### src/rtl/axi_rd_arbiter_pkg.sv
// rtl/axi_rd_arbiter_pkg.sv - shared types and AXI encodings for the read arbiter
// Purpose: AR FSM state encoding and the AXI burst/size/cache/prot values the
//          arbiter drives or resets to.
// Ports:   none (package).
package axi_rd_arbiter_pkg;

  typedef enum logic {
    IDLE  = 1'b0,
    ISSUE = 1'b1
  } ar_state_t;

  localparam logic [1:0] AXI_BURST_FIXED = 2'b00;
  localparam logic [1:0] AXI_BURST_INCR  = 2'b01;
  localparam logic [1:0] AXI_BURST_WRAP  = 2'b10;
  localparam logic [2:0] AXI_SIZE_1B     = 3'd0;
  localparam logic [2:0] AXI_SIZE_4B     = 3'd2;
  localparam logic [3:0] AXI_CACHE_NONE  = 4'b0000;
  localparam logic [2:0] AXI_PROT_NONE   = 3'b000;

endpackage

### src/rtl/axi_rd_arbiter_if.sv
// rtl/axi_rd_arbiter_if.sv - AXI4 read-address/read-data bus bundle
// Purpose: groups the shared AXI4 AR and R channel signals of the arbiter's
//          master port.
// Ports:   none; modport master (arbiter side) drives AR fields, arvalid and
//          rready; modport slave (interconnect/DDR side) drives arready and
//          the R fields.
interface axi_rd_arbiter_if #(
  parameter int ID_W = 8,
  parameter int AW   = 32,
  parameter int DW   = 32
);

  logic [ID_W-1:0] arid;
  logic [AW-1:0]   araddr;
  logic [7:0]      arlen;
  logic [2:0]      arsize;
  logic [1:0]      arburst;
  logic            arlock;
  logic [3:0]      arcache;
  logic [2:0]      arprot;
  logic            arvalid;
  logic            arready;

  logic [ID_W-1:0] rid;
  logic [DW-1:0]   rdata;
  logic [1:0]      rresp;
  logic            rlast;
  logic            rvalid;
  logic            rready;

  modport master (
    output arid, araddr, arlen, arsize, arburst, arlock, arcache, arprot,
    output arvalid, rready,
    input  arready, rid, rdata, rresp, rlast, rvalid
  );

  modport slave (
    input  arid, araddr, arlen, arsize, arburst, arlock, arcache, arprot,
    input  arvalid, rready,
    output arready, rid, rdata, rresp, rlast, rvalid
  );

endinterface

### src/rtl/rd_arb_tag_fifo.sv
// rtl/rd_arb_tag_fifo.sv - in-order tag FIFO recording which requester owns each burst
// Purpose: synchronous FIFO of requester indices, one entry per accepted AR,
//          popped when the matching R burst ends.
// Ports:   clk, rst_n (async active-low); push/push_data write an entry;
//          pop drops the head; head is the oldest entry; full, empty and
//          count report occupancy (0..DEPTH).
module rd_arb_tag_fifo #(
  parameter int WIDTH = 1,
  parameter int DEPTH = 4
) (
  input  logic                     clk,
  input  logic                     rst_n,
  input  logic                     push,
  input  logic [WIDTH-1:0]         push_data,
  input  logic                     pop,
  output logic [WIDTH-1:0]         head,
  output logic                     full,
  output logic                     empty,
  output logic [$clog2(DEPTH):0]   count
);

  localparam int PTR_W = $clog2(DEPTH);
  localparam int CNT_W = PTR_W + 1;

  logic [WIDTH-1:0] mem [DEPTH];
  logic [PTR_W-1:0] wr_ptr;
  logic [PTR_W-1:0] rd_ptr;
  logic [CNT_W-1:0] cnt;
  logic             push_ok;
  logic             pop_ok;

  // Gate locally so a misbehaving caller cannot corrupt the occupancy.
  assign push_ok = push && !full;
  assign pop_ok  = pop && !empty;

  always_ff @(posedge clk or negedge rst_n) begin
    if (!rst_n) begin
      wr_ptr <= '0;
      rd_ptr <= '0;
      cnt    <= '0;
      for (int i = 0; i < DEPTH; i++) mem[i] <= '0;
    end else begin
      if (push_ok) begin
        mem[wr_ptr] <= push_data;
        wr_ptr      <= wr_ptr + PTR_W'(1);
      end
      if (pop_ok) rd_ptr <= rd_ptr + PTR_W'(1);
      if (push_ok && !pop_ok)      cnt <= cnt + CNT_W'(1);
      else if (pop_ok && !push_ok) cnt <= cnt - CNT_W'(1);
    end
  end

  assign head  = mem[rd_ptr];
  assign full  = (cnt == CNT_W'(DEPTH));
  assign empty = (cnt == '0);
  assign count = cnt;

endmodule

### src/rtl/axi_rd_arbiter.sv
// rtl/axi_rd_arbiter.sv - shares one AXI4 read master between NUM_REQ fetch engines
// Purpose: arbitrates per-requester AR requests onto one AXI4 AR channel,
//          tags each grant in an in-order FIFO and steers R bursts back to
//          their owner. Relies on in-order R return (single ARID).
// Config:  RD_ARB_FIXED_PRIO_EN defined -> fixed priority (lowest index wins);
//          undefined -> round-robin starting after the last winner.
// Ports:   m_axi_aclk, m_axi_aresetn (async active-low);
//          s_araddr/s_arlen/s_arsize/s_arburst/s_arvalid/s_arready per-requester
//          AR, packed req i at [i*W +: W]; s_rdata/s_rresp/s_rlast broadcast R;
//          s_rvalid/s_rready per-requester R handshake; m_axi master port
//          (AXI4 AR+R); outstanding = tag FIFO occupancy; err_unexp_r sticky
//          flag for an R beat arriving with nothing outstanding.
module axi_rd_arbiter
  import axi_rd_arbiter_pkg::*;
#(
  parameter int NUM_REQ            = 2,
  parameter int IDX_W              = 1,
  parameter int MAX_OUTST          = 4,
  parameter int C_M_AXI_ID_WIDTH   = 8,
  parameter int C_M_AXI_ADDR_WIDTH = 32,
  parameter int C_M_AXI_DATA_WIDTH = 32,
  parameter int ARID_VALUE         = 0
) (
  input  logic                                  m_axi_aclk,
  input  logic                                  m_axi_aresetn,
  input  logic [NUM_REQ*C_M_AXI_ADDR_WIDTH-1:0] s_araddr,
  input  logic [NUM_REQ*8-1:0]                  s_arlen,
  input  logic [NUM_REQ*3-1:0]                  s_arsize,
  input  logic [NUM_REQ*2-1:0]                  s_arburst,
  input  logic [NUM_REQ-1:0]                    s_arvalid,
  output logic [NUM_REQ-1:0]                    s_arready,
  output logic [C_M_AXI_DATA_WIDTH-1:0]         s_rdata,
  output logic [1:0]                            s_rresp,
  output logic                                  s_rlast,
  output logic [NUM_REQ-1:0]                    s_rvalid,
  input  logic [NUM_REQ-1:0]                    s_rready,
  axi_rd_arbiter_if.master                      m_axi,
  output logic [$clog2(MAX_OUTST):0]            outstanding,
  output logic                                  err_unexp_r
);

  localparam int AW = C_M_AXI_ADDR_WIDTH;

  ar_state_t        state;
  ar_state_t        state_nxt;
  logic [IDX_W-1:0] winner;
  logic [IDX_W-1:0] head;
  logic             found;
  logic             grant;
  logic             fifo_full;
  logic             fifo_empty;
  logic             pop;
  logic [AW-1:0]    sel_addr;
  logic [7:0]       sel_len;
  logic [2:0]       sel_size;
  logic [1:0]       sel_burst;

`ifdef RD_ARB_FIXED_PRIO_EN
  // Scan from the top down so the lowest requesting index is the last write.
  always_comb begin
    winner = '0;
    found  = 1'b0;
    for (int i = NUM_REQ - 1; i >= 0; i--) begin
      if (s_arvalid[i]) begin
        winner = IDX_W'(i);
        found  = 1'b1;
      end
    end
  end
`else
  logic [IDX_W-1:0] rr_ptr;

  // Search order is rr_ptr+1, rr_ptr+2, ... wrapping; the first requester hit wins.
  always_comb begin
    winner = '0;
    found  = 1'b0;
    for (int k = 1; k <= NUM_REQ; k++) begin
      for (int i = 0; i < NUM_REQ; i++) begin
        if (!found && s_arvalid[i] && (((int'(rr_ptr) + k) % NUM_REQ) == i)) begin
          winner = IDX_W'(i);
          found  = 1'b1;
        end
      end
    end
  end

  // Reset to the last index so requester 0 is searched first.
  always_ff @(posedge m_axi_aclk or negedge m_axi_aresetn) begin
    if (!m_axi_aresetn) rr_ptr <= IDX_W'(NUM_REQ - 1);
    else if (grant)     rr_ptr <= winner;
  end
`endif

  always_comb begin
    sel_addr  = '0;
    sel_len   = '0;
    sel_size  = '0;
    sel_burst = '0;
    for (int i = 0; i < NUM_REQ; i++) begin
      if (winner == IDX_W'(i)) begin
        sel_addr  = s_araddr[i*AW +: AW];
        sel_len   = s_arlen[i*8 +: 8];
        sel_size  = s_arsize[i*3 +: 3];
        sel_burst = s_arburst[i*2 +: 2];
      end
    end
  end

  always_ff @(posedge m_axi_aclk or negedge m_axi_aresetn) begin
    if (!m_axi_aresetn) state <= IDLE;
    else                state <= state_nxt;
  end

  // Grants are only taken in IDLE, so one AR is in flight on the master
  // port at a time and its fields stay stable until arready.
  always_comb begin
    state_nxt = state;
    grant     = 1'b0;
    s_arready = '0;
    case (state)
      IDLE: begin
        if (found && !fifo_full) begin
          grant             = 1'b1;
          s_arready[winner] = 1'b1;
          state_nxt         = ISSUE;
        end
      end
      ISSUE: begin
        if (m_axi.arready) state_nxt = IDLE;
      end
      default: state_nxt = IDLE;
    endcase
  end

  always_ff @(posedge m_axi_aclk or negedge m_axi_aresetn) begin
    if (!m_axi_aresetn) begin
      m_axi.araddr  <= '0;
      m_axi.arlen   <= '0;
      m_axi.arsize  <= '0;
      m_axi.arburst <= AXI_BURST_INCR;
    end else if (grant) begin
      m_axi.araddr  <= sel_addr;
      m_axi.arlen   <= sel_len;
      m_axi.arsize  <= sel_size;
      m_axi.arburst <= sel_burst;
    end
  end

  assign m_axi.arvalid = (state == ISSUE);
  assign m_axi.arid    = C_M_AXI_ID_WIDTH'(ARID_VALUE);
  assign m_axi.arlock  = 1'b0;
  assign m_axi.arcache = AXI_CACHE_NONE;
  assign m_axi.arprot  = AXI_PROT_NONE;

  rd_arb_tag_fifo #(
    .WIDTH (IDX_W),
    .DEPTH (MAX_OUTST)
  ) u_tag_fifo (
    .clk       (m_axi_aclk),
    .rst_n     (m_axi_aresetn),
    .push      (grant),
    .push_data (winner),
    .pop       (pop),
    .head      (head),
    .full      (fifo_full),
    .empty     (fifo_empty),
    .count     (outstanding)
  );

  // R steering is purely combinational: the FIFO head names the owner of the
  // burst currently returning, and the burst retires on its last beat.
  assign m_axi.rready = !fifo_empty && s_rready[head];
  assign pop          = m_axi.rvalid && m_axi.rready && m_axi.rlast;

  always_comb begin
    s_rvalid = '0;
    for (int i = 0; i < NUM_REQ; i++) begin
      if (head == IDX_W'(i)) s_rvalid[i] = m_axi.rvalid && !fifo_empty;
    end
  end

  assign s_rdata = m_axi.rdata;
  assign s_rresp = m_axi.rresp;
  assign s_rlast = m_axi.rlast;

  always_ff @(posedge m_axi_aclk or negedge m_axi_aresetn) begin
    if (!m_axi_aresetn)                 err_unexp_r <= 1'b0;
    else if (m_axi.rvalid && fifo_empty) err_unexp_r <= 1'b1;
  end

endmodule

### src/flat_wrapper.sv
// flat-port wrapper written by rule: the top's interface ports become plain ports
module axi_rd_arbiter_flat import axi_rd_arbiter_pkg::*;
#(
  parameter int NUM_REQ            = 2,
  parameter int IDX_W              = 1,
  parameter int MAX_OUTST          = 4,
  parameter int C_M_AXI_ID_WIDTH   = 8,
  parameter int C_M_AXI_ADDR_WIDTH = 32,
  parameter int C_M_AXI_DATA_WIDTH = 32,
  parameter int ARID_VALUE         = 0
)
  (m_axi_aclk, m_axi_aresetn, s_araddr, s_arlen, s_arsize, s_arburst, s_arvalid, s_arready, s_rdata, s_rresp, s_rlast, s_rvalid, s_rready, outstanding, err_unexp_r, m_axi_arid, m_axi_araddr, m_axi_arlen, m_axi_arsize, m_axi_arburst, m_axi_arlock, m_axi_arcache, m_axi_arprot, m_axi_arvalid, m_axi_rready, m_axi_arready, m_axi_rid, m_axi_rdata, m_axi_rresp, m_axi_rlast, m_axi_rvalid);
  axi_rd_arbiter_if #(.ID_W(8), .AW(32), .DW(32)) m_axi_i ();
  input  logic m_axi_aclk;
  input  logic m_axi_aresetn;
  input  logic [NUM_REQ*C_M_AXI_ADDR_WIDTH-1:0] s_araddr;
  input  logic [NUM_REQ*8-1:0] s_arlen;
  input  logic [NUM_REQ*3-1:0] s_arsize;
  input  logic [NUM_REQ*2-1:0] s_arburst;
  input  logic [NUM_REQ-1:0] s_arvalid;
  output logic [NUM_REQ-1:0] s_arready;
  output logic [C_M_AXI_DATA_WIDTH-1:0] s_rdata;
  output logic [1:0] s_rresp;
  output logic s_rlast;
  output logic [NUM_REQ-1:0] s_rvalid;
  input  logic [NUM_REQ-1:0] s_rready;
  output logic [$clog2(MAX_OUTST):0] outstanding;
  output logic err_unexp_r;
  output wire logic [$bits(m_axi_i.arid)-1:0] m_axi_arid;
  output wire logic [$bits(m_axi_i.araddr)-1:0] m_axi_araddr;
  output wire logic [$bits(m_axi_i.arlen)-1:0] m_axi_arlen;
  output wire logic [$bits(m_axi_i.arsize)-1:0] m_axi_arsize;
  output wire logic [$bits(m_axi_i.arburst)-1:0] m_axi_arburst;
  output wire logic [$bits(m_axi_i.arlock)-1:0] m_axi_arlock;
  output wire logic [$bits(m_axi_i.arcache)-1:0] m_axi_arcache;
  output wire logic [$bits(m_axi_i.arprot)-1:0] m_axi_arprot;
  output wire logic [$bits(m_axi_i.arvalid)-1:0] m_axi_arvalid;
  output wire logic [$bits(m_axi_i.rready)-1:0] m_axi_rready;
  input wire logic [$bits(m_axi_i.arready)-1:0] m_axi_arready;
  input wire logic [$bits(m_axi_i.rid)-1:0] m_axi_rid;
  input wire logic [$bits(m_axi_i.rdata)-1:0] m_axi_rdata;
  input wire logic [$bits(m_axi_i.rresp)-1:0] m_axi_rresp;
  input wire logic [$bits(m_axi_i.rlast)-1:0] m_axi_rlast;
  input wire logic [$bits(m_axi_i.rvalid)-1:0] m_axi_rvalid;
  assign m_axi_arid = m_axi_i.arid;
  assign m_axi_araddr = m_axi_i.araddr;
  assign m_axi_arlen = m_axi_i.arlen;
  assign m_axi_arsize = m_axi_i.arsize;
  assign m_axi_arburst = m_axi_i.arburst;
  assign m_axi_arlock = m_axi_i.arlock;
  assign m_axi_arcache = m_axi_i.arcache;
  assign m_axi_arprot = m_axi_i.arprot;
  assign m_axi_arvalid = m_axi_i.arvalid;
  assign m_axi_rready = m_axi_i.rready;
  assign m_axi_i.arready = m_axi_arready;
  assign m_axi_i.rid = m_axi_rid;
  assign m_axi_i.rdata = m_axi_rdata;
  assign m_axi_i.rresp = m_axi_rresp;
  assign m_axi_i.rlast = m_axi_rlast;
  assign m_axi_i.rvalid = m_axi_rvalid;
  axi_rd_arbiter #(.NUM_REQ(NUM_REQ), .IDX_W(IDX_W), .MAX_OUTST(MAX_OUTST), .C_M_AXI_ID_WIDTH(C_M_AXI_ID_WIDTH), .C_M_AXI_ADDR_WIDTH(C_M_AXI_ADDR_WIDTH), .C_M_AXI_DATA_WIDTH(C_M_AXI_DATA_WIDTH), .ARID_VALUE(ARID_VALUE)) u_core (.m_axi_aclk(m_axi_aclk), .m_axi_aresetn(m_axi_aresetn), .s_araddr(s_araddr), .s_arlen(s_arlen), .s_arsize(s_arsize), .s_arburst(s_arburst), .s_arvalid(s_arvalid), .s_arready(s_arready), .s_rdata(s_rdata), .s_rresp(s_rresp), .s_rlast(s_rlast), .s_rvalid(s_rvalid), .s_rready(s_rready), .m_axi(m_axi_i), .outstanding(outstanding), .err_unexp_r(err_unexp_r));
endmodule
### config.mk
export PLATFORM = sky130hd
export DESIGN_NAME = axi_rd_arbiter_flat
export DESIGN_NICKNAME = d
export VERILOG_FILES = /design/src/rtl/axi_rd_arbiter_pkg.sv /design/src/rtl/axi_rd_arbiter_if.sv /design/src/rtl/rd_arb_tag_fifo.sv /design/src/rtl/axi_rd_arbiter.sv /design/src/flat_wrapper.sv
export SDC_FILE = /design/constraint.sdc
export NUM_CORES = 1
export LEC_CHECK = 0
export ABC_AREA = 1
export BUFFER_PORTS_ARGS = -buffer_cell sky130_fd_sc_hd__clkbuf_2
export CORE_ASPECT_RATIO = 0.9
export CORE_MARGIN = 8
export CORE_UTILIZATION = 38
export CTS_CLUSTER_SIZE = 20
export DETAILED_ROUTE_END_ITERATION = 7
export GPL_ROUTABILITY_DRIVEN = 0
export HOLD_SLACK_MARGIN = 0.08
export PLACE_DENSITY = 0.86
export SETUP_SLACK_MARGIN = 0.4
export SLEW_MARGIN = 30
export SYNTH_ARGS = -nofsm -noshare
export SYNTH_HDL_FRONTEND = slang
export SYNTH_SLANG_ARGS = --single-unit
### constraint.sdc
create_clock -name m_axi_aclk -period 2.25 [get_ports m_axi_aclk]
set_clock_uncertainty 0.1 [all_clocks]
set_input_delay 0.3375 -clock m_axi_aclk [delete_from_list [all_inputs] [get_ports m_axi_aclk]]
set_output_delay 0.3375 -clock m_axi_aclk [all_outputs]
set_load 0.05 [all_outputs]
# [Yosys cells after proc, flatten, opt, wreduce, memory -nomap -nowiden]
# Cells that the tools add are included.
[op_classes] bitwise=5 eq_ne=3 order_cmp=6 muxes=31 n_addsub=6 n_reduce_logical=30
[ops] cell="$logic_not 32->1" count=2
[ops] cell="$mux 32" count=1
[ops] cell="$logic_and 1x1->1" count=19
[ops] cell="$mux 1" count=18
[ops] cell="$mux 3" count=3
[ops] cell="$mux 8" count=1
[ops] cell="$logic_not 1->1" count=7
[ops] cell="$ge 3x3->1 const B" count=2
[ops] cell="$mux 2" count=3
[ops] cell="$not 2->3" count=2
[ops] cell="$add 2x1->2 const B" count=2
[ops] cell="$bwmux 4" count=1
[ops] cell="$eq 2x2->1 const B" count=2
[ops] cell="$lt 1x2->1 const B" count=2
[ops] cell="$add 3x1->3 const B" count=1
[ops] cell="$eq 3x3->1 const B" count=1
[ops] cell="$logic_not 3->1" count=1
[ops] cell="$lt 3x1->1 const B" count=1
[ops] cell="$sub 3x1->3 const B" count=1
[ops] cell="$add 1x1->1 const B" count=2
[ops] cell="$and 1x1->1 const A" count=2
[ops] cell="$bmux 1 s2" count=1
[ops] cell="$demux 1 s2" count=1
[ops] cell="$pmux 1 s2" count=1
[ops] cell="4 further kinds" count=4
[totals] inputBits=141 regBits=59 out_inout_bits=106 word_cells=95

# [Depth between registers and ports, before layout]
# Gate-level depths: netlist (run 1).
[depth] word_depth=25 depth_mapped=12

# [By module]
# Synthesis (run 1) repeated with hierarchy kept, for this count alone.
[unflattened] hier_cells=499 area_unflattened_um2=3582.2
[modules_own_cells] module="axi_rd_arbiter" cells_per_inst=417 area_each_um2=2912.8 n_inst=1 seq_area_each_um2=1203.7
[modules_own_cells] module="rd_arb_tag_fifo" cells_per_inst=82 area_each_um2=669.4 n_inst=1 seq_area_each_um2=275.3

# [Worst setup path before layout (run 1)]
# No wires, ideal clock.
[synth_path] kind="reg2reg" start="register u_core.u_tag_fifo.cnt[1], in the netlist u_core.u_tag_fifo.count[1]" end="register u_core.u_tag_fifo.cnt[2], in the netlist u_core.u_tag_fifo.count[2]" t_arrival_ns=2.260 path_slack_ns=-0.241 setup_time_ns=0.131 n_path_buf=1 synth_period_minus_slack_ns=2.491 stages_incl_launch_ff=12 path_cell_list="dfrtp_1 -> inv_1 -> nand3_2 -> o21ai_1 -> nor2_4 -> buf_4 -> ha_1 -> inv_1 -> fa_1 -> a21oi_1 -> o21ai_0 -> xor2_1"
[synth_via] elab_chain_len=9 word_cells_on_any_way=21 cone_classes="2 x add/sub; 1 x eq/ne; 4 x mux; 14 x reduce/logical"
[synth_lines] item="start, declared" line="rd_arb_tag_fifo.sv:28" rtl="logic [CNT_W-1:0] cnt;"
[synth_lines] item="start signal, assigned" line="rd_arb_tag_fifo.sv:48" rtl="if (push_ok && !pop_ok) cnt <= cnt + CNT_W'(1);"
[synth_lines] item="start signal, assigned" line="rd_arb_tag_fifo.sv:49" rtl="else if (pop_ok && !push_ok) cnt <= cnt - CNT_W'(1);"
[synth_lines] item="$eq 3x3->1 *" line="rd_arb_tag_fifo.sv:54" rtl="assign full = (cnt == CNT_W'(DEPTH));"
[synth_lines] item="$logic_not 1->1 *" line="rd_arb_tag_fifo.sv:33, axi_rd_arbiter.sv:122"
[synth_lines] item="$logic_and 1x1->1" line="axi_rd_arbiter.sv:122" rtl="if (found && !fifo_full) begin"
[synth_lines] item="$mux 1" line="axi_rd_arbiter.sv:122"
[synth_lines] item="$mux 1" line="axi_rd_arbiter.sv:120" rtl="case (state)"
[synth_lines] item="$logic_and 1x1->1 *" line="rd_arb_tag_fifo.sv:33" rtl="assign push_ok = push && !full;"
[synth_lines] item="net u_core.u_tag_fifo.push_ok" line="rd_arb_tag_fifo.sv:29" rtl="logic push_ok;"
[synth_lines] item="$logic_not 1->1" line="rd_arb_tag_fifo.sv:49"
[synth_lines] item="$logic_and 1x1->1" line="rd_arb_tag_fifo.sv:49"
[synth_lines] item="$reduce_bool 2->1 (no line)"
# The timed path passes the listed nets; every way through them passes the cells marked *. The select of a mux whose other input is x is not followed.
# A chain may end at the register's enable or synchronous reset.

# [Worst setup path in the final report (run 1)]
[layout_path] start="register u_core.u_tag_fifo.rd_ptr[1]" end="register u_core.u_tag_fifo.cnt[2], in the netlist u_core.u_tag_fifo.count[2]"
[layout_via] elab_chain_len=13 word_cells_on_any_way=15 cone_classes="6 x mux; 1 x bitwise; 8 x reduce/logical"
[layout_lines] item="start, declared" line="rd_arb_tag_fifo.sv:27" rtl="logic [PTR_W-1:0] rd_ptr;"
[layout_lines] item="start signal, assigned" line="rd_arb_tag_fifo.sv:47" rtl="if (pop_ok) rd_ptr <= rd_ptr + PTR_W'(1);"
[layout_lines] item="$not 2->3 (not written as such) *" line="rd_arb_tag_fifo.sv:53" rtl="assign head = mem[rd_ptr];"
[layout_lines] item="$bmux 1 s2 *" line="rd_arb_tag_fifo.sv:53"
[layout_lines] item="$mux 1 (not written as such) * (2 in a row)" line="rd_arb_tag_fifo.sv:53"
[layout_lines] item="$mux 1 (not written as such) * (2 in a row)" line="axi_rd_arbiter.sv:172" rtl="assign m_axi.rready = !fifo_empty && s_rready[head];"
[layout_lines] item="$logic_and 1x1->1 *" line="axi_rd_arbiter.sv:172"
[layout_lines] item="$logic_and 1x1->1 * (2 in a row)" line="axi_rd_arbiter.sv:173" rtl="assign pop = m_axi.rvalid && m_axi.rready && m_axi.rlast;"
[layout_lines] item="$logic_and 1x1->1 *" line="rd_arb_tag_fifo.sv:34" rtl="assign pop_ok = pop && !empty;"
[layout_lines] item="$logic_not 1->1" line="rd_arb_tag_fifo.sv:48"
[layout_lines] item="$logic_and 1x1->1" line="rd_arb_tag_fifo.sv:48"
[layout_lines] item="$mux 3 / $reduce_bool 2->1 (equally long branches)"
# Mark *: on every way between the ends. The rest lies on a longest branch, timed or not. The select of a mux whose other input is x is not followed.

==> results of run 1 <==
==> repair_timing <==
action,in CTS,in global routing
endpoints found under the hold margin,16,0
setup endpoints to repair,7,13
hold buffers,2,0
gates resized for setup,21,17
pin swaps,5,4
buffers inserted,15,4
==> metal layers <==
layer  global-route usage (%)  vias to the layer above
met5                        0                        -
met4                    4.932                        0
met3                    6.629                       19
met2                    27.44                      150
met1                    18.77                     1472
li1                         -                     1699
==> power groups by stage <==
stage               clock network (mW)  registers (mW)  logic (mW)
CTS                               1.07            1.92        4.32
global route                      1.11            1.99        4.89
global placement                     0            1.90        3.96
finish                            1.03            1.93        4.53
floorplan                            0            3.36        1.81
detailed placement                   0            1.92        4.03
==> worst reg2reg max path: stages (launching register included) <==
cell	delay [ns]
dfrtp_2	0.45
inv_1	0.11
nand3_4	0.11
nand2_4	0.09
nand2_2	0.05
nand3_2	0.08
ha_4	0.14
inv_4	0.03
fa_2	0.34
a21oi_2	0.13
o21ai_1	0.08
xor2_1	0.15
==> cells by family (layout without fill, tap and decap cells) <==
kind of cell | Yosys count | after routing | share of synthesized area [%]
compound gates | 15 | 15 | 2.534
xor+xnor | 4 | 4 | 0.9995
fa+ha+maj | 6 | 6 | 2.355
buf+inv | 89 | 214 | 16.27
flops | 59 | 59 | 42.18
other cells | 1 | 16 | 0.1070
simple gates | 310 | 310 | 35.55
==> sequential cells by signal (all words and copies together), names as in the netlist <==
register	cells
u_core.u_tag_fifo.rd_ptr	2
u_core.m_axi.araddr	32
u_core.u_tag_fifo.wr_ptr	2
u_core.u_tag_fifo.mem	4
u_core.err_unexp_r	1
u_core.rr_ptr	1
u_core.m_axi.arburst	2
u_core.u_tag_fifo.count	3
u_core.m_axi.arsize	3
u_core.m_axi.arvalid	1
u_core.m_axi.arlen	8
==> layout make-up <==
class,instances,area share [%]
Clock buffer,15,4.031
Multi-Input combinational cell,351,36.07
Timing Repair Buffer,185,22.73
Inverter,13,1.109
Sequential cell,59,32.12
Clock inverter,1,0.6493
Tap cell,122,3.301
==> worst max path at each step <==
stage	startpoint	to	slack, ns	cells past startpoint
after detailed placement	u_core.u_tag_fifo.rd_ptr[0]	u_core.u_tag_fifo.count[2]	0.08	12
after global routing	u_core.u_tag_fifo.rd_ptr[0]	u_core.u_tag_fifo.count[2]	0.19	11
final	u_core.u_tag_fifo.rd_ptr[1]	u_core.u_tag_fifo.count[2]	0.27	11
after CTS	u_core.u_tag_fifo.rd_ptr[0]	u_core.u_tag_fifo.count[2]	0.29	12
after global placement	u_core.u_tag_fifo.rd_ptr[0]	u_core.u_tag_fifo.count[2]	0.14	12
after floorplan	u_core.u_tag_fifo.count[0]	u_core.u_tag_fifo.count[2]	0.09	11
==> cell usage in the layout, fill, tap and decap left out, types with 6 or more instances in the layout <==
cell / synthesis / final
nand2_1: 248 / 241
clkbuf_2: 0 / 149
dfrtp_1: 57 / 52
nand3_1: 53 / 47
buf_4: 56 / 30
conb_1: 1 / 16
clkbuf_8: 0 / 13
inv_1: 12 / 8
nand2_2: 1 / 6
==> run metrics, run 1 <==
run status=completed; clk sinks=59; Worst Tran Pin Value=0.5400 ns; Max VDD drop=a little under 0.7 mV; crit-path leading delay family=adder cells; Post-synth EDFFs=0; highest metal used=met4; worst hold slack=roughly 0.17 ns; Post-synth top flop=dfrtp_1; clock slew at reported path FFs=approximately 0.070 ns; critical path endpoint category=register; Post-layout nets=766; full die area=between 0.01 and 0.015 sq mm; worst path required time=2.35 ns; Post-Syn Area=0.003506 sq mm; fillers=roughly 870; layout cells sized above 1=a little under two fifths; top post-synthesis cells by area=dfrtp_1, nand2_1, buf_4, nand3_1, buf_2; reg2reg end=u_core.u_tag_fifo.count[2]; Boundary Pins=247; Final setup viols=0; Min-Delay Endpoint=u_core.err_unexp_r; Syn Area/Cell=approximately 7.2 sq um; max incr delay on CP=between 0.4 and 0.5 ns; Combinational Power Share=a little over 60%; WL met1=around 4300 um; Tmin final=approximately 2.0 ns; Pwr Total=approximately 7.5 mW; initial antenna violation count=0; dpl ws=between 0.08 and 0.09 ns; area share of the largest cell type after synthesis=about 40%; WP buf/inv=2; CP Class=reg2reg; met3 wire len=about 1000 um; HP Start=m_axi_rvalid; RSZ-0062 raised after global routing=yes; post-DR wirelength/cell=14.00 um; first-pass GRT wire length=16470 um; Detailed Routing Iterations Pass 1=4; port bufs=around 150; GRT Total Usage=between 10% and 20%; largest net degree at the start of global routing=53; residual DRC count=0; Synth top cells by count=nand2_1, dfrtp_1, buf_4; max_cap viols=0; Critical R2R Launch=u_core.u_tag_fifo.rd_ptr[1]; clock latency at the later pin of the worst-skew pair=around 0.32 ns; Register Area=roughly 0.0015 sq mm; Synthesis Warnings=0; worst min-delay path class=in2reg; Final Max Tran Viols=0; FF+latch count, synth=59; Die Wd=117.2 um; cell-internal power=between 3 and 4 mW; Root Driver=clkbuf_8; Crit Path Max Fanout=4; Worst R2R Setup Slack=approximately 0.27 ns; CTS Buffer Depth=2; GR Overflow Total=0; n_diodes=0; maximum clock rate=between 0.5 and 0.6 GHz; power density cells=about 1600 mW/mm^2; hold-critical path depth=2; Leak=around 2.7 nW; crit path DAT=2.08 ns; total net switching power=3.977 mW; most frequent cell after synthesis=nand2_1; share of synthesized registers carrying an async set or reset=100.0%; Slew HR=between 60 and 70%; ordered list of cells on the worst path=inv_1 -> nand3_4 -> nand2_4 -> nand2_2 -> nand3_2 -> ha_4 -> inv_4 -> fa_2 -> a21oi_2 -> o21ai_1 -> xor2_1; Num CTS Buffers=9; row count=33; routed via count=roughly 3300; design area=0.004624 sq mm; dpl cell area=0.004109 sq mm; post-layout util=between 50% and 60%; Post-DP HPWL=~7600 um; CTS tree=yes; Vias/cell=roughly 4.5; type of origin of the critical path=register; routed wl met2=5005 um; Mapped Cells=between 400 and 500; Final Hold Fails=0; register area share after synthesis=between 40% and 50%; vias in the first global route=between 3000 and 4000; Switching Fraction=a little over half; clock network power share=roughly 14%; DRT iter0 DRCs=~180; Post-Layout Cell Count=approximately 750; wirelength, routed=10450 um; CP max stage cell=dfrtp_2; sequential share of power=between 20% and 30%; Syn-to-layout area delta=31.91%; Initial Util=between 30% and 40%; setup ws final=~0.27 ns; Final period util=between 80% and 90%; Synth cell types=25; area occupied by multi-input gates=roughly 0.0017 sq mm; H-tree levels=3; Detail Route Antenna Nets=0; R2R depth=11; Core Region=~0.0090 sq mm; die height=between 100 and 150 um; cell taking the most area after synthesis=dfrtp_1; total negative slack=0 ns; placed cell count=around 700
Power figures use the tool's default switching activity.
==> run 2: changes to the inputs <==
==> constraint.sdc (replaced) <==
create_clock -name m_axi_aclk -period 2.25 [get_ports m_axi_aclk]
set_clock_uncertainty 0.1 [all_clocks]
set_input_delay 0.5625 -clock m_axi_aclk [delete_from_list [all_inputs] [get_ports m_axi_aclk]]
set_output_delay 0.5625 -clock m_axi_aclk [all_outputs]
set_load 0.05 [all_outputs]
==> run metrics, run 2 (synthesis gave the netlist of run 1 again) <==
run status=finished, violations left; violated checks=setup timing; CTS Buffer Depth=2; Worst path depth=11; Max VDD drop=a little under 1 mV; vias in the first global route=roughly 3400; most common cell after layout, fill and taps aside=nand2_1; Post-DP HPWL=~7500 um; setup ws final=-0.003564 ns; Crit path top cell by count=nand3_2; row count=33; die height=approximately 110 um; CP Class=reg2reg; Pwr Total=approximately 7.4 mW; max_cap viols=0; Boundary Pins=247; Worst R2R Setup Slack=-0.004 ns; Die Wd=117.2 um; Post-Layout Cell Count=approximately 740; Final Hold Fails=0; WP buf/inv=2; Final setup viols=1; Tmin final=approximately 2.3 ns; Syn-to-layout area delta=30.98%; CP max stage cell=dfrtp_2; dpl cell area=0.004146 sq mm; crit-path leading delay family=adder cells; Critical R2R Launch=u_core.u_tag_fifo.count[2]; R2R depth=11; Core Region=0.009042 sq mm; post-layout util=between 50% and 60%; design area=0.004592 sq mm; ordered list of cells on the worst path=inv_1 -> nand3_2 -> nand2_2 -> nor2_4 -> nand3_2 -> ha_4 -> inv_4 -> fa_2 -> a21oi_2 -> o21ai_2 -> xor2_1; critical path endpoint category=register; Slew HR=approximately three fifths; worst min-delay path class=in2async; Final Max Tran Viols=0; DRT iter0 DRCs=193; type of origin of the critical path=register; Post-layout nets=759; placed cell count=between 700 and 800; worst path required time=~2.4 ns; post-DR wirelength/cell=15.38 um; routed via count=around 3500; crit path launch=u_core.u_tag_fifo.count[2]; wirelength, routed=approximately 11000 um; max incr delay on CP=0.45 ns; layout cells sized above 1=between 30% and 40%; n_diodes=0; cts hold-fix bufs=0; clock slew at reported path FFs=0.07 ns; Detailed Routing Iterations Pass 1=4; leading cell types in the layout, fill and taps excluded=nand2_1, clkbuf_2, dfrtp_1, nand3_1, buf_4; clock latency at the later pin of the worst-skew pair=between 0.3 and 0.4 ns; H-tree levels=3; Worst Tran Pin Value=about 0.58 ns; CP endpoint=u_core.u_tag_fifo.count[2]; Leak=between 2 and 3 nW; power density cells=1618 mW/mm^2; GRT Total Usage=about 17%; full die area=between 0.01 and 0.015 sq mm; Detail Route Antenna Nets=0; Initial Util=38.77%; maximum clock rate=between 0.4 and 0.5 GHz; largest net degree at the start of global routing=60; first-pass GRT wire length=between 15000 and 20000 um; Crit Path Max Fanout=3; crit path DAT=2.36 ns; initial antenna violation count=0; clk sinks=59; largest register by flop count=u_core.m_axi.araddr; Vias/cell=4.699; RSZ-0062 raised after global routing=yes; max reg flops=32; Num CTS Buffers=9; Largest regs=u_core.m_axi.araddr (32), u_core.m_axi.arlen (8), u_core.u_tag_fifo.mem (4); port bufs=roughly 150; GR Overflow Total=0; CTS tree=yes; residual DRC count=0; Final period util=100.2%; Root Driver=clkbuf_8; reg2reg end=u_core.u_tag_fifo.count[2]
## run 2: cell types whose count changed in the layout (fill, tap and decap cells not counted), sizes merged
| cell | previous run | this run |
|---|---|---|
| clkinv | 0 | 2 |
| buf | 34 | 29 |
| clkbuf | 164 | 162 |
| dlygate4sd3 | 2 | 0 |
| bufinv | 1 | 0 |
## run 2: how the worst min path moves through the flow
stage,endpoint,depth (start not counted),from
after floorplan,u_core.err_unexp_r,0,m_axi_aresetn
after global placement,u_core.err_unexp_r,1,u_core.err_unexp_r
after detailed placement,u_core.err_unexp_r,1,u_core.err_unexp_r
after CTS,u_core.u_tag_fifo.mem[2],2,m_axi_aresetn
after global routing,u_core.u_tag_fifo.mem[2],2,m_axi_aresetn
final,u_core.u_tag_fifo.mem[2],2,m_axi_aresetn
## run 2: metrics by stage
stage | hold WS [ns] | setup TNS, ns | worst slack (ns)
global placement | 0.3473 | 0 | 0.1300
finish | 0.1400 | -0.003564 | -0.003564
global route | 0.1585 | -0.08254 | -0.04344
floorplan | 0.1669 | 0 | 0.08935
CTS | 0.1337 | 0 | 0.1066
detailed placement | 0.3462 | 0 | 0.1067
## run 2: cell type report
| type | count | area [sq um] |
|---|---|---|
| fillers | 869 | 4451 |
| clock buffers | 13 | 168.9 |
| flip-flops and latches | 59 | 1484 |
| inverters | 13 | 56.30 |
| clock inverters | 2 | 10.01 |
| multi-input cells | 351 | 1690 |
| repair buffers | 178 | 1030 |
| well taps | 122 | 152.6 |
## run 2: repair_timing
item | in CTS | in global routing
pin swaps | 11 | 10
buffers inserted | 11 | 4
gates resized for setup | 26 | 15
setup endpoints to repair | 7 | 54
## run 2: power breakdown
part / internal (mW) / total [mW] / switching (mW)
logic: 1.28 / 4.61 / 3.33
registers: 1.59 / 1.94 / 0.345
clock network: 0.481 / 0.883 / 0.402
## run 2: metal layers
layer	vias to the layer above	GRT usage (%)	wire length, um
met2	159	28.54	5401
met4	0	7.123	310
met1	1592	20.29	4523
li1	1679	-	-
met3	38	6.292	1112
met5	-	0	0
